[src/rtl/traffic_light_ctrl.sv]
// -----------------------------------------------------------------------------
// traffic_light_ctrl
//
// Two-road (NS/EW) intersection controller. Cycles green -> yellow -> all-red
// for each direction, with phase durations counted in timebase ticks. A green
// phase that has run its minimum time is held until the crossing direction has
// a pending request. A maintenance request overrides everything and flashes
// yellow on both roads.
//
// Parameters:
//   CNT_W        width of the phase timer
//   GREEN_TICKS  minimum green duration in ticks (1..2^CNT_W)
//   YELLOW_TICKS yellow duration in ticks (1..2^CNT_W)
//   ALLRED_TICKS all-red clearance duration in ticks (1..2^CNT_W)
//
// Ports:
//   clk       system clock
//   rst_n     asynchronous active-low reset
//   tick      one-cycle timebase strobe; timers only move on tick cycles
//   ns_req    NS demand (level or pulse), latched until NS green is entered
//   ew_req    EW demand (level or pulse), latched until EW green is entered
//   flash_en  maintenance flashing-yellow request
//   ns_lamp   NS lamps {red,yellow,green}, registered
//   ew_lamp   EW lamps {red,yellow,green}, registered
//   phase     current state encoding, for debug
// -----------------------------------------------------------------------------
module traffic_light_ctrl #(
    parameter int CNT_W        = 8,
    parameter int GREEN_TICKS  = 8,
    parameter int YELLOW_TICKS = 3,
    parameter int ALLRED_TICKS = 1
) (
    input  logic       clk,
    input  logic       rst_n,
    input  logic       tick,
    input  logic       ns_req,
    input  logic       ew_req,
    input  logic       flash_en,
    output logic [2:0] ns_lamp,
    output logic [2:0] ew_lamp,
    output logic [2:0] phase
);

    localparam logic [2:0] NS_G  = 3'd0;
    localparam logic [2:0] NS_Y  = 3'd1;
    localparam logic [2:0] RED_A = 3'd2;
    localparam logic [2:0] EW_G  = 3'd3;
    localparam logic [2:0] EW_Y  = 3'd4;
    localparam logic [2:0] RED_B = 3'd5;
    localparam logic [2:0] FLASH = 3'd6;

    localparam logic [2:0] LAMP_R    = 3'b100;
    localparam logic [2:0] LAMP_Y    = 3'b010;
    localparam logic [2:0] LAMP_G    = 3'b001;
    localparam logic [2:0] LAMP_DARK = 3'b000;

    // Timer load values: a phase of DUR ticks starts at DUR-1 and expires on
    // the tick that finds the timer at zero.
    localparam logic [CNT_W-1:0] GREEN_LOAD  = CNT_W'(GREEN_TICKS - 1);
    localparam logic [CNT_W-1:0] YELLOW_LOAD = CNT_W'(YELLOW_TICKS - 1);
    localparam logic [CNT_W-1:0] ALLRED_LOAD = CNT_W'(ALLRED_TICKS - 1);

    logic [2:0]       state, state_nxt;
    logic [CNT_W-1:0] timer, timer_nxt;
    logic             ns_latch, ns_latch_nxt;
    logic             ew_latch, ew_latch_nxt;
    logic             toggle, toggle_nxt;
    logic [2:0]       ns_lamp_nxt, ew_lamp_nxt;

    // Next-state and timer logic.
    always_comb begin
        // NOTE: every signal assigned here gets a default first, so no path
        // leaves a value unassigned and no latch is inferred.
        state_nxt  = state;
        timer_nxt  = timer;
        toggle_nxt = toggle;

        if (flash_en) begin
            // Maintenance mode wins over any phase expiry.
            state_nxt = FLASH;
            if (state != FLASH) begin
                toggle_nxt = 1'b1;
            end else if (tick) begin
                toggle_nxt = ~toggle;
            end
        end else if (state == FLASH) begin
            state_nxt = RED_B;
            timer_nxt = ALLRED_LOAD;
        end else if (tick) begin
            if (timer != '0) begin
                timer_nxt = timer - CNT_W'(1);
            end else begin
                case (state)
                    NS_G: begin
                        // Green is held (timer parked at zero) until the
                        // crossing road has asked for service.
                        if (ew_latch) begin
                            state_nxt = NS_Y;
                            timer_nxt = YELLOW_LOAD;
                        end
                    end
                    NS_Y: begin
                        state_nxt = RED_A;
                        timer_nxt = ALLRED_LOAD;
                    end
                    RED_A: begin
                        state_nxt = EW_G;
                        timer_nxt = GREEN_LOAD;
                    end
                    EW_G: begin
                        if (ns_latch) begin
                            state_nxt = EW_Y;
                            timer_nxt = YELLOW_LOAD;
                        end
                    end
                    EW_Y: begin
                        state_nxt = RED_B;
                        timer_nxt = ALLRED_LOAD;
                    end
                    RED_B: begin
                        state_nxt = NS_G;
                        timer_nxt = GREEN_LOAD;
                    end
                    default: begin
                        // Unused encoding: recover through all-red.
                        state_nxt = RED_B;
                        timer_nxt = ALLRED_LOAD;
                    end
                endcase
            end
        end
    end

    // Each green clears only its own request latch, so two standing requests
    // alternate rather than one starving the other. A request coinciding with
    // the clearing edge is dropped; a held level re-sets it one cycle later.
    always_comb begin
        ns_latch_nxt = ns_latch | ns_req;
        ew_latch_nxt = ew_latch | ew_req;
        if (state_nxt == NS_G && state != NS_G) begin
            ns_latch_nxt = 1'b0;
        end
        if (state_nxt == EW_G && state != EW_G) begin
            ew_latch_nxt = 1'b0;
        end
    end

    // Lamps are decoded from the next state so they flip on the same edge as
    // the state register and come straight out of flops.
    always_comb begin
        ns_lamp_nxt = LAMP_R;
        ew_lamp_nxt = LAMP_R;
        case (state_nxt)
            NS_G:    ns_lamp_nxt = LAMP_G;
            NS_Y:    ns_lamp_nxt = LAMP_Y;
            EW_G:    ew_lamp_nxt = LAMP_G;
            EW_Y:    ew_lamp_nxt = LAMP_Y;
            FLASH: begin
                ns_lamp_nxt = toggle_nxt ? LAMP_Y : LAMP_DARK;
                ew_lamp_nxt = toggle_nxt ? LAMP_Y : LAMP_DARK;
            end
            default: begin
                ns_lamp_nxt = LAMP_R;
                ew_lamp_nxt = LAMP_R;
            end
        endcase
    end

    // NOTE: state uses non-blocking assignments so every flop samples the
    // values from before the edge, independent of statement order.
    always_ff @(posedge clk or negedge rst_n) begin
        if (!rst_n) begin
            // NOTE: the asynchronous reset forces the lamps to all-red at
            // once, without waiting for a clock edge.
            state    <= RED_B;
            timer    <= ALLRED_LOAD;
            ns_latch <= 1'b0;
            ew_latch <= 1'b0;
            toggle   <= 1'b0;
            ns_lamp  <= LAMP_R;
            ew_lamp  <= LAMP_R;
        end else begin
            state    <= state_nxt;
            timer    <= timer_nxt;
            ns_latch <= ns_latch_nxt;
            ew_latch <= ew_latch_nxt;
            toggle   <= toggle_nxt;
            ns_lamp  <= ns_lamp_nxt;
            ew_lamp  <= ew_lamp_nxt;
        end
    end

    assign phase = state;

endmodule

[config.mk]
export PLATFORM = sky130hd
export DESIGN_NAME = traffic_light_ctrl
export DESIGN_NICKNAME = d
export VERILOG_FILES = /design/src/rtl/traffic_light_ctrl.sv
export SDC_FILE = /design/constraint.sdc
export NUM_CORES = 1
export LEC_CHECK = 0
export ABC_AREA = 1
export CAP_MARGIN = 20
export CORE_AREA = 2 2 51 53
export CTS_CLUSTER_SIZE = 12
export DETAILED_ROUTE_END_ITERATION = 6
export DIE_AREA = 0 0 53 55
export HOLD_SLACK_MARGIN = 0.08
export PLACE_DENSITY_LB_ADDON = 0.25
export SLEW_MARGIN = 20
export SYNTH_ARGS = -nofsm -noshare
export SYNTH_HDL_FRONTEND = slang
export SYNTH_SLANG_ARGS = --single-unit
[constraint.sdc]
create_clock -name clk -period 2.1 [get_ports clk]
set_clock_uncertainty 0.2 [all_clocks]
set_input_delay 0.42 -clock clk [delete_from_list [all_inputs] [get_ports clk]]
set_output_delay 0.42 -clock clk [all_outputs]
set_load 0.005 [all_outputs]
---- After elaboration in Yosys (flattened, before gate mapping) ----
Cells that the tools add are included.
storage, ports and cells
  bits in registers ....................... 20
  input bits .............................. 6
  output and inout bits ................... 9
operators by class
  add/sub/neg operators ................... 1
  equal/unequal tests ..................... 13
  multiplexer cells ....................... 21
  bitwise logic cells ..................... 4
  reduce and logical (&&, ||, !) cells .... 9
operators by type and width
  cell                   count
  $mux W8                5
  $pmux W8 S3            1
  $mux W3                6
  $pmux W3 S3            2
  $pmux W3 S5            1
  $eq A3 B3 Y1 const B   4
  $eq A3 B2 Y1 const B   3
  $ne A4 B4 Y1 const B   2
  $reduce_bool A8 Y1     1
  $sub A8 B1 Y8 const B  1
  $eq A3 B1 Y1 const B   2
  $logic_not A3 Y1       2
  $mux W1                5
  $reduce_and A4 Y1      1
  $ne A3 B2 Y1 const B   1
  $ne A3 B3 Y1 const B   1
  $reduce_bool A3 Y1     1
  $logic_and A1 B1 Y1    2
  $mux W2                1
  $not A1 Y1             2
  $or A1 B1 Y1           2
  $reduce_bool A2 Y1     1
  $reduce_or A2 Y1       1

---- Logic depth before layout (Yosys ltp) ----
  depth in word-level cells ............... 9
  mapped depth ............................ 12
  gate-level depth less buffers ........... 12

---- Least setup slack after synthesis ----
Ideal clock, no wire load.
  kind .................................... register -> register
  start ................................... reg timer[0]
  end ..................................... reg ns_latch
  library setup time ...................... 0.117 ns
  data arrival time ....................... 1.455 ns
  data required time ...................... 1.783 ns
  setup slack ............................. 0.328 ns
  stages on the path, launching flop included .. 12
  period minus slack after synthesis ...... 1.772 ns
  cell sequence ........................... dfrtp_1 -> inv_1 -> ha_1 -> inv_1 -> nor2_1 -> nand3_4 -> nand2_2 -> nand2_1 -> nor2_2 -> nand3_1 -> nor2_1 -> nor2_1
on the way
  cells in the longest elaborated chain, start to end .. 8
ends and longest elaborated chain
  element                 line  text
  start, declared         64    logic [CNT_W-1:0] timer, timer_nxt;
  start signal, assigned  184   timer <= timer_nxt;
  $reduce_bool A8 Y1      90    if (timer != '0) begin
  $mux W3                 90
  $mux W3                 89    end else if (tick) begin
  $mux W3                 86    end else if (state == FLASH) begin
  $mux W3                 78    if (flash_en) begin
  $logic_not A3 Y1        140   if (state_nxt == NS_G && state != NS_G) begin
  $logic_and A1 B1 Y1     140
  $mux W1                 140
  net ns_latch_nxt        65    logic ns_latch, ns_latch_nxt;
  end signal, assigned    185   ns_latch <= ns_latch_nxt;
  end, declared           65
The timed path passes the listed nets, and every way through them passes these cells.
A chain may end at the register's enable or synchronous reset.

---- Worst setup path in the final report ----
  start ................................... reg state[0], in the netlist phase[0]
  end ..................................... out phase[0]
RTL lines
  element                 line  text
  start, declared         63    logic [2:0] state, state_nxt;
  start signal, assigned  183   state <= state_nxt;
  end, declared           41    output logic [2:0] phase
No word-level cell between the ends.

==> metrics.yaml <==
status: "finished, final reports clean"
rsz0062_at_grt: "false"
ff2ff_setup_slack_ns: 0.16
slew_headroom_pct: 78.1
required_ns: 1.48
p_leak_nw: 0.731
syn_nets: 168
synthesis.area_um2: 1230
dieArea_um2: 2920
crit_slowest_cell: "dfstp_2"
syn_area_per_cell_um2: 7.66
cts_tree: "done"
yosysSeqAreaShare_pct: 41.2
synth_top_area_share_pct: 32.7
period_minus_slack_ns: 2.02
drtIter0Drc: 47
place_inst: 206
ys_async_sr_fraction_pct: 100
tightest_slew_ns: 0.326
yosysMostFrequentCell: "nand2_1"
tns_ns: 0
synth_area_leaders: "dfrtp_1 33%, nand2_1 13%, dfstp_2 8.6%"
slew_viol_final: 0
synth_top_area_cell: "dfrtp_1"
ios: 15
crit_family: "flip-flops"
start_util_pct: 51.9
fmax_mhz: 496
wl_met2_mm: 1.48
fin_crit_sh_pct: 96.1
wl_mm: 2.83
highest_layer: "met4"
hold_ws_ns: 0.229
rows: 18
area_delta_synth_final_pct: 21.8
h-tree-depth: 1
avgRoutedWirePerCell_um: 13.3
clk_pin_slew_ns: 0.12
antenna_cells: 0
crit_chain: "clkdlybuf4s50_1"
antenna_found_initial: 0
synth_edf_count: 0
critPathMaxStageDelay_ns: 0.59
setup.worst_path.class: "reg2out"
synth_cell_type_count: 25
synth_ff_type: "dfrtp_1"
first_pass_iters: 4
wl_met3_um: 134
post_cts_resized: 0
cts-root-buf: "clkbuf_4"
portBuffers: 14
synthesis.instances: 160
gp_congestion: 0.807
cts_buffers: 3
viasPerCell: 5.23
ys_warn_count: 0
placed_cell_area_um2: 1420
gr-usage-all-layers_pct: 22.9
clock-sinks: 20
num_vias: 1113
cp-end-kind: "output port"
hold_violations: 0
die_y_um: 55
die_w_um: 53
wl_met1_mm: 1.17
grt_pass1_wl_mm: 4.84
grt_max_degree: 21
fin_area_um2: 1490
grt_remaining_overflow: 0
ys_top_cells_by_count: "43 x nand2_1, 17 x inv_1, 17 x nor2_1"
min_path_type: "in2async"
path_max_fanout: 3
final_cells: 213
ys_ff_latch: 20
setup_violations: 0
drc: 0
powerDensity_nw_per_um2: 1500
power_mw: 2.24
cts.path.max_buffers: 2
hpwlAfterDp_mm: 2.01
ant_nets: 0
drive_gt1_share_pct: 21.3
ir_drop_uv: 843
worstPathArrival_ns: 1.40
layout.nets: 192
critPathBufInv: 1
clkLatencyLatePin_ns: 0.31
grt_pass1_vias: 1175
critPathLaunchType: "flop"
cap_violations: 0
coreArea_um2: 2360
-- final timing paths --
path	to	cells past startpoint	start
max in group asynchronous	phase[2]$_DFF_PN1_	2	rst_n
min in group clk	toggle$_DFF_PN0_	2	toggle$_DFF_PN0_
setup reg to reg	ns_latch$_DFF_PN0_	10	phase[2]$_DFF_PN1_
setup / recovery	phase[0]	1	phase[0]$_DFF_PN1_
hold / removal	timer[4]$_DFFE_PN0P_	2	rst_n
hold reg to reg	toggle$_DFF_PN0_	2	toggle$_DFF_PN0_
-- flip-flops by register name, indices dropped and copies added, names as in the netlist --
signal / cells
ns_latch: 1
ew_lamp: 3
phase: 3
ew_latch: 1
ns_lamp: 3
timer: 8
toggle: 1
-- report_power, final --
part | internal (mW) | switching [mW] | leakage, nW | total (mW)
Clock | 0.193 | 0.130 | 0.0279 | 0.324
Sequential | 0.532 | 0.0992 | 0.239 | 0.631
Combinational | 0.500 | 0.784 | 0.465 | 1.28
Total | 1.23 | 1.01 | 0.731 | 2.24
-- logic make-up after synthesis --
kind of cell	Yosys count	synth area share (%)
xor gates and xnor gates	5	3.57
and+or+nand+nor	94	37.9
adders and majority gates	2	2.04
DFF	20	41.2
buffers and inverters	21	6.73
AOI/OAI and AO/OA	18	8.57
-- what timing repair did --
| action | CTS | global route |
|---|---|---|
| setup endpoints to repair | 1 | 1 |
| setup buffers | 1 | 2 |
| hold buffers | 0 | 0 |
-- layout make-up --
cell class	instances	area, um^2
multi-input cells	119	638
inverters	20	75.1
clock inverters	1	30.0
well taps	30	37.5
flip-flops and latches	20	505
fillers	208	871
clock buffers	3	22.5
repair buffers	20	185
-- placed cells by master (no fill, tap or decap), drive strengths merged --
master         instances
clkdlybuf4s50         14
xor2                   4
nand3                 10
o21ai                 13
dfrtp                 16
nor2                  27
nand4                  4
a21oi                  5
clkbuf                 3
xnor2                  1
buf                    6
nand2                 49
bufinv                 1
inv                   20
ha                     2
or2                    1
dfstp                  4
nor3                   3
-- layer usage --
metal  vias to the layer above  track usage [%]
met1                       522             27.8
met2                        35             40.2
li1                        549                -
met4                         0             10.3
met5                         -                0
met3                         7             3.49
-- stage by stage --
step	setup WS (ns)	utilization, %
after floorplan	0.328	-
after global placement	0.106	60.0
after detailed placement	0.0416	60.0
after CTS	0.0205	62.5
after global routing	0.0185	63.2
final	0.0819	63.2
No activity file was read; power rests on OpenSTA's default activity.
